==> src/rtl/pipe_hazard_ctrl.sv <==
// Pipeline stall/flush sequencer: stall/bubble/flush are combinational from state and requests,
// pc_redirect/redirect_pc are registered (one cycle after the exception or IF-wait release).
module pipe_hazard_ctrl #(
    parameter int DIV_CYCLES = 33,
    parameter int PC_W       = 32
) (
    input  logic            clk,
    input  logic            rst,
    input  logic            if_inst_wait,
    input  logic            id_load_use,
    input  logic            ex_div_start,
    input  logic            mem_data_wait,
    input  logic            mem_exception,
    input  logic [PC_W-1:0] mem_exc_target,
    output logic [4:0]      stall,
    output logic [4:0]      bubble,
    output logic            flush,
    output logic            pc_redirect,
    output logic [PC_W-1:0] redirect_pc,
    output logic            div_busy
);

    localparam int CNT_W = 6;

    typedef enum logic [1:0] {
        IDLE       = 2'd0,
        DIV        = 2'd1,
        REDIR_WAIT = 2'd2
    } state_t;

    state_t            state_q, state_d;
    logic [CNT_W-1:0]  div_cnt_q, div_cnt_d;
    logic              lu_done_q, lu_done_d;
    logic              pc_redirect_q, pc_redirect_d;
    logic [PC_W-1:0]   redirect_pc_q, redirect_pc_d;
    logic [PC_W-1:0]   pending_pc_q, pending_pc_d;

    logic [4:0]        stall_c, bubble_c;
    logic              flush_c;
    logic              div_active;

    always_ff @(posedge clk or posedge rst) begin
        if (rst) begin
            state_q       <= IDLE;
            div_cnt_q     <= '0;
            lu_done_q     <= 1'b0;
            pc_redirect_q <= 1'b0;
            redirect_pc_q <= '0;
            pending_pc_q  <= '0;
        end else begin
            state_q       <= state_d;
            div_cnt_q     <= div_cnt_d;
            lu_done_q     <= lu_done_d;
            pc_redirect_q <= pc_redirect_d;
            redirect_pc_q <= redirect_pc_d;
            pending_pc_q  <= pending_pc_d;
        end
    end

    always_comb begin
        state_d       = state_q;
        div_cnt_d     = div_cnt_q;
        lu_done_d     = lu_done_q;
        pc_redirect_d = 1'b0;
        redirect_pc_d = redirect_pc_q;
        pending_pc_d  = pending_pc_q;
        stall_c       = 5'b00000;
        bubble_c      = 5'b00000;
        flush_c       = 1'b0;
        div_active    = (state_q == DIV) || ((state_q == IDLE) && ex_div_start);

        if (mem_exception) begin
            // Exception squashes everything, including an in-flight divide.
            flush_c   = 1'b1;
            div_cnt_d = '0;
            if (!if_inst_wait) begin
                pc_redirect_d = 1'b1;
                redirect_pc_d = mem_exc_target;
                state_d       = IDLE;
            end else begin
                pending_pc_d  = mem_exc_target;
                state_d       = REDIR_WAIT;
            end
        end else begin
            if (mem_data_wait) begin
                stall_c  = 5'b01111;
                bubble_c = 5'b10000;
            end else if (div_active) begin
                stall_c  = 5'b00111;
                bubble_c = 5'b01000;
            end else if (state_q == REDIR_WAIT) begin
                stall_c  = 5'b00001;
                bubble_c = 5'b00010;
            end else if (id_load_use && !lu_done_q) begin
                stall_c   = 5'b00011;
                bubble_c  = 5'b00100;
                lu_done_d = 1'b1;
            end else if (if_inst_wait) begin
                stall_c  = 5'b00001;
                bubble_c = 5'b00010;
            end

            case (state_q)
                IDLE: begin
                    if (ex_div_start && !mem_data_wait) begin
                        div_cnt_d = CNT_W'(DIV_CYCLES - 1);
                        state_d   = DIV;
                    end
                end
                DIV: begin
                    // The divider keeps counting even while MEM holds the pipe.
                    if (div_cnt_q == '0) begin
                        state_d = IDLE;
                    end else begin
                        div_cnt_d = div_cnt_q - 1'b1;
                    end
                end
                REDIR_WAIT: begin
                    if (!if_inst_wait) begin
                        pc_redirect_d = 1'b1;
                        redirect_pc_d = pending_pc_q;
                        state_d       = IDLE;
                    end
                end
                default: state_d = IDLE;
            endcase
        end

        if (!id_load_use) begin
            lu_done_d = 1'b0;
        end
    end

    assign stall       = rst ? 5'b00000 : stall_c;
    assign bubble      = rst ? 5'b00000 : bubble_c;
    assign flush       = rst ? 1'b0 : flush_c;
    assign pc_redirect = pc_redirect_q;
    assign redirect_pc = redirect_pc_q;
    assign div_busy    = (state_q == DIV);

endmodule

==> config.mk <==
export PLATFORM = sky130hd
export DESIGN_NAME = pipe_hazard_ctrl
export DESIGN_NICKNAME = d
export VERILOG_FILES = /design/src/rtl/pipe_hazard_ctrl.sv
export SDC_FILE = /design/constraint.sdc
export NUM_CORES = 1
export LEC_CHECK = 0
export BUFFER_PORTS_ARGS = -buffer_cell sky130_fd_sc_hd__buf_2
export CORE_AREA = 4 4 97 99
export CTS_CLUSTER_DIAMETER = 80
export DETAILED_ROUTE_END_ITERATION = 10
export DIE_AREA = 0 0 101 103
export HOLD_SLACK_MARGIN = 0.05
export PLACE_DENSITY = 0.66
export RECOVER_POWER = 25
export SLEW_MARGIN = 20
export SYNTH_ARGS = -nofsm -noshare
export SYNTH_HDL_FRONTEND = slang
export SYNTH_SLANG_ARGS = --single-unit
==> constraint.sdc <==
create_clock -name clk -period 2.2 [get_ports clk]
set_clock_uncertainty 0.1 [all_clocks]
set_input_delay 0.44 -clock clk [delete_from_list [all_inputs] [get_ports clk]]
set_output_delay 0.44 -clock clk [all_outputs]
set_load 0.02 [all_outputs]
After elaboration in Yosys (flattened, before gate mapping) --
Cells that the tools add are included.
Word-level totals: register bits after elaboration 74, output and inout port bits 45
Cells by class: add/subtract/negate cells 1, eq/ne operators 13, multiplexer cells 39, reduce and logical (&&, ||, !) cells 15
Operators with widths (number):
- $mux 32 | 4
- $mux 5 | 4
- $mux 6 | 3
- $mux 2 | 8
- $mux 1 | 12
- $mux 4 | 3
- $ne 2x2->1 const B | 6
- $pmux 6 s2 | 1
- $mux 3 | 3
- $reduce_and 3->1 | 3
- $logic_not 6->1 | 1
- $ne 3x2->1 const B | 2
- $ne 3x3->1 const B | 2
- $pmux 2 s3 | 1
- $sub 6x1->6 const B | 1
- $reduce_and 5->1 | 1
- $logic_and 1x1->1 | 3
- $reduce_bool 3->1 | 1
- $eq 2x1->1 const B | 1
- $eq 2x2->1 const B | 1
- $logic_not 1->1 | 2
- $logic_not 2->1 | 1
- $ne 2x1->1 const B | 1
- $reduce_and 2->1 | 1
- other kinds (2) | 2

Longest topological paths before layout --
depth after elaboration 8, gate-level depth with buffers 7, gate-level depth less buffers 6

Worst setup path before layout --
OpenSTA, ideal clock, no wires.
path type input-to-output, from input port mem_exception, to output port bubble[1], arrival time 1534 ps, setup slack 126 ps, stages on the path 3, buffers on the path 2, cell sequence buf_2 buf_1 nor4_1
Between the ends: cells in the longest elaborated chain, start to end 2
RTL lines:
- start: declaration | line 13 | input logic mem_exception,
- $mux 5 | line 72 | if (mem_exception) begin
- $mux 5 | line 135 | assign bubble = rst ? 5'b00000 : bubble_c;
- end: declaration | line 16 | output logic [4:0] bubble,
Every way passes these cells.

Final worst setup path --
from register state_q[0], to output port stall[1]
Between the ends: cells in the longest elaborated chain, start to end 7
RTL lines:
- start: declaration | line 31 | state_t state_q, state_d;
- start signal: assignment | line 51 | state_q <= state_d;
- $logic_not 2->1 | line 70 | div_active = (state_q == DIV) || ((state_q == IDLE) && ex_div_start);
- $logic_and 1x1->1 | line 70
- $logic_or 1x1->1 | line 70
- $mux 3 (*) | line 88 | end else if (div_active) begin
- $mux 4 (*) | line 85 | if (mem_data_wait) begin
- $mux 4 (*) | line 72
- $mux 5 (*) | line 134 | assign stall = rst ? 5'b00000 : stall_c;
- end: declaration | line 15 | output logic [4:0] stall,
Mark *: on every way between the ends. The rest lies on a longest branch, timed or not.

==> results.sh <==
export IMPL_drv_cap=0
export IMPL_finalWirelength_mm=6.68
export IMPL_synth_area_leaders="dfrtp_1, mux2_2, mux2i_1"
export IMPL_dr_pass1_iters=4
export IMPL_ir_drop_v=0.000386
export IMPL_synth_top_area_share_pct=55.5
export IMPL_placedCellCount=469
export IMPL_synth_cells=291
export IMPL_hold_path_class="in -> reg"
export IMPL_timing_final_ws_setup_ns=0.105
export IMPL_ioPinCount=84
export IMPL_critPathRequiredTime_ns=1.66
export IMPL_fillers=786
export IMPL_slowest_delay_ns=0.38
export IMPL_reg2reg_to="div_cnt_q[4]"
export IMPL_p_leak_nw=2.01
export IMPL_root_buffer="clkbuf_8"
export IMPL_cts_clk_slew_worst_paths_ns=0.08
export IMPL_final_cells=486
export IMPL_fin_total_pwr_mw=3.52
export IMPL_fin_crit_ns=2.09
export IMPL_yosys_warnings=0
export IMPL_route_detailed_drc=0
export IMPL_crit_chain="buf_4 -> nor2_2 -> o21ai_0 -> a21oi_1 -> nor3_1 -> buf_2"
export IMPL_crit_path_start_kind="flip-flop"
export IMPL_via_count=2384
export IMPL_post_place_ws_ns=0.147
export IMPL_antenna_cells=0
export IMPL_switching_power_mw=1.01
export IMPL_h_tree_depth=3
export IMPL_placementRows=34
export IMPL_crit_family="flip-flops"
export IMPL_critPathCaptureType="primary output"
export IMPL_register_area_um2=1850
export IMPL_path_class="reg -> out"
export IMPL_grt_setup_unrepaired="true"
export IMPL_max_freq_mhz=477
export IMPL_clk_latency_ns=0.34
export IMPL_period_share_pct=95.2
export IMPL_port_buffers=81
export IMPL_drive_above_1_share_pct=37.3
export IMPL_wl_per_cell_um=13.8
export IMPL_synth_cell_area_um2=3340
export IMPL_core_um2=8550
export IMPL_start_util_pct=39.1
export IMPL_slew_viol_final=0
export IMPL_r2r_start="div_cnt_q[0]"
export IMPL_grt_pass1_wl_mm=11.1
export IMPL_status="finished clean"
export IMPL_synth_edf_count=0
export IMPL_hold_path_cell_count=2
export IMPL_synth_cell_types=37
export IMPL_overflow=0
export IMPL_final_core_util_pct=48.0
export IMPL_reg2reg_depth=6
export IMPL_clkPwrFrac_pct=31.9
export IMPL_power_internal_mw=2.51
export IMPL_crit_buf_inv=2
export IMPL_whs_ns=0.233
export IMPL_multi_input_area_um2=1370
export IMPL_die_area_um2=10400
export IMPL_dp_hpwl_mm=4.52
export IMPL_grt_max_degree=66
export IMPL_gp_congestion=0.770
export IMPL_p_sw_share_pct=28.7
export IMPL_die_h_um=103
export IMPL_power_density_nw_per_um2=858
export IMPL_finish_net_count=414
export IMPL_antenna_found_initial=1
export IMPL_die_w_um=101
export IMPL_p_seq_share_pct=47.3
export IMPL_worst_slew_pin_slew_ns=0.870
export IMPL_ys_seq_area_share_pct=55.5
export IMPL_clkSinkCount=74
export IMPL_path_max_fanout=8
export IMPL_finalSetupViolCount=0
export IMPL_cts_tree="yes"
export IMPL_drtIter0Drc=71
export IMPL_hold_violations=0
export IMPL_ys_ff_latch=74
export IMPL_synth_top_area_cell="dfrtp_1"
export IMPL_grt_use_total_pct=13.7
export IMPL_cts_buffer_depth=2
export IMPL_numCtsBuffers=9
export IMPL_ant_nets=0
export IMPL_async_reset_ff_share_pct=100
export IMPL_pwr_share_comb_pct=20.7
export IMPL_max_slew_margin_pct=42.0
export IMPL_drt_vias_per_instance=4.91
export IMPL_grt_pass1_vias=2389
export IMPL_min_from="mem_exc_target[11]"
export IMPL_area_delta_synth_final_pct=23.0
export IMPL_arrival_ns=1.55
export IMPL_crit_slowest_cell="dfrtp_1"
export IMPL_final_cell_mix="buf_2, dfrtp_1, nand2_1"
export IMPL_ys_flop_type="dfrtp_1"
export IMPL_final_common_cell="buf_2"
export IMPL_reg2reg_slack_ns=0.25
export IMPL_holdPathEnd="pending_pc_q[11]"
export IMPL_synth_area_per_cell_um2=11.5
[metrics by stage]
stage / area, um^2 / setup TNS [ns]
floorplan: 3350 / 0
global placement: 3890 / 0
detailed placement: 3890 / 0
CTS: 4120 / 0
global route: 4110 / -0.0178
finish: 4110 / 0
[logic make-up after synthesis]
kind of cell	after synthesis	synth area share, %
compound gates	50	8.66
fa+ha+maj	2	0.749
buf+inv	29	4.20
flops	74	55.5
mux	66	21.0
other cells	1	0.112
simple gates	69	9.85
[final cells by class]
| class | count | share of cell area (%) |
|---|---|---|
| tap | 108 | 3.29 |
| sequential | 74 | 45.1 |
| multi-input combinational | 189 | 33.4 |
| inverter | 9 | 0.853 |
| timing repair buffer | 90 | 12.2 |
| clock buffer | 11 | 3.20 |
| clock inverter | 5 | 1.92 |
[timing repair]
item | in CTS | in global routing
hold buffers | 1 | 0
endpoints found under the hold margin | 15 | 0
buffers inserted | 0 | 0
setup endpoints to repair | 2 | 3
gates resized for setup | 4 | 1
pin swaps | 2 | 0
[sequential cells by signal, summed over array words and instances, names as in the netlist]
register	flops
pending_pc_q	32
state_q	2
redirect_pc	32
pc_redirect	1
lu_done_q	1
div_cnt_q	6
[synth_stat cells (2+ instances only)]
library cell	count
a311oi_1	2
dfrtp_1	74
buf_2	10
a21oi_1	2
nor3_1	2
nor4b_1	2
inv_1	9
nor4_1	2
buf_1	3
nand2b_1	3
o21a_1	2
o21ai_0	36
nor2b_1	3
nor2_1	10
clkbuf_1	3
mux2_2	32
mux2i_1	34
nand2_1	37
or3_2	2
buf_4	3
ha_1	2
a221oi_1	2
or3_1	2
[layer usage]
layer	track usage (%)	vias up	wire, um
li1	-	1169	-
met1	16.0	1144	2880
met2	23.5	57	3330
met3	4.26	12	365
met4	5.21	2	101
met5	0	-	13
[how the worst max path moves through the flow]
| stage | depth (start not counted) | end | startpoint | slack (ns) |
|---|---|---|---|---|
| final | 6 | stall[1] | state_q[0] | 0.11 |
| after global routing | 5 | stall[0] | state_q[1] | -0.009 |
| after detailed placement | 5 | bubble[2] | ex_div_start | 0.15 |
| after floorplan | 3 | bubble[1] | mem_exception | 0.13 |
| after global placement | 5 | bubble[2] | ex_div_start | 0.16 |
| after CTS | 5 | bubble[1] | state_q[0] | 0.05 |
[power by group through the flow]
stage,clock network [mW],registers (mW),logic [mW]
global placement,0,1.69,0.727
CTS,1.17,1.67,0.748
global route,1.23,1.69,0.811
floorplan,0,1.82,0.362
detailed placement,0,1.69,0.744
finish,1.13,1.67,0.730
Power figures use the tool's default switching activity.
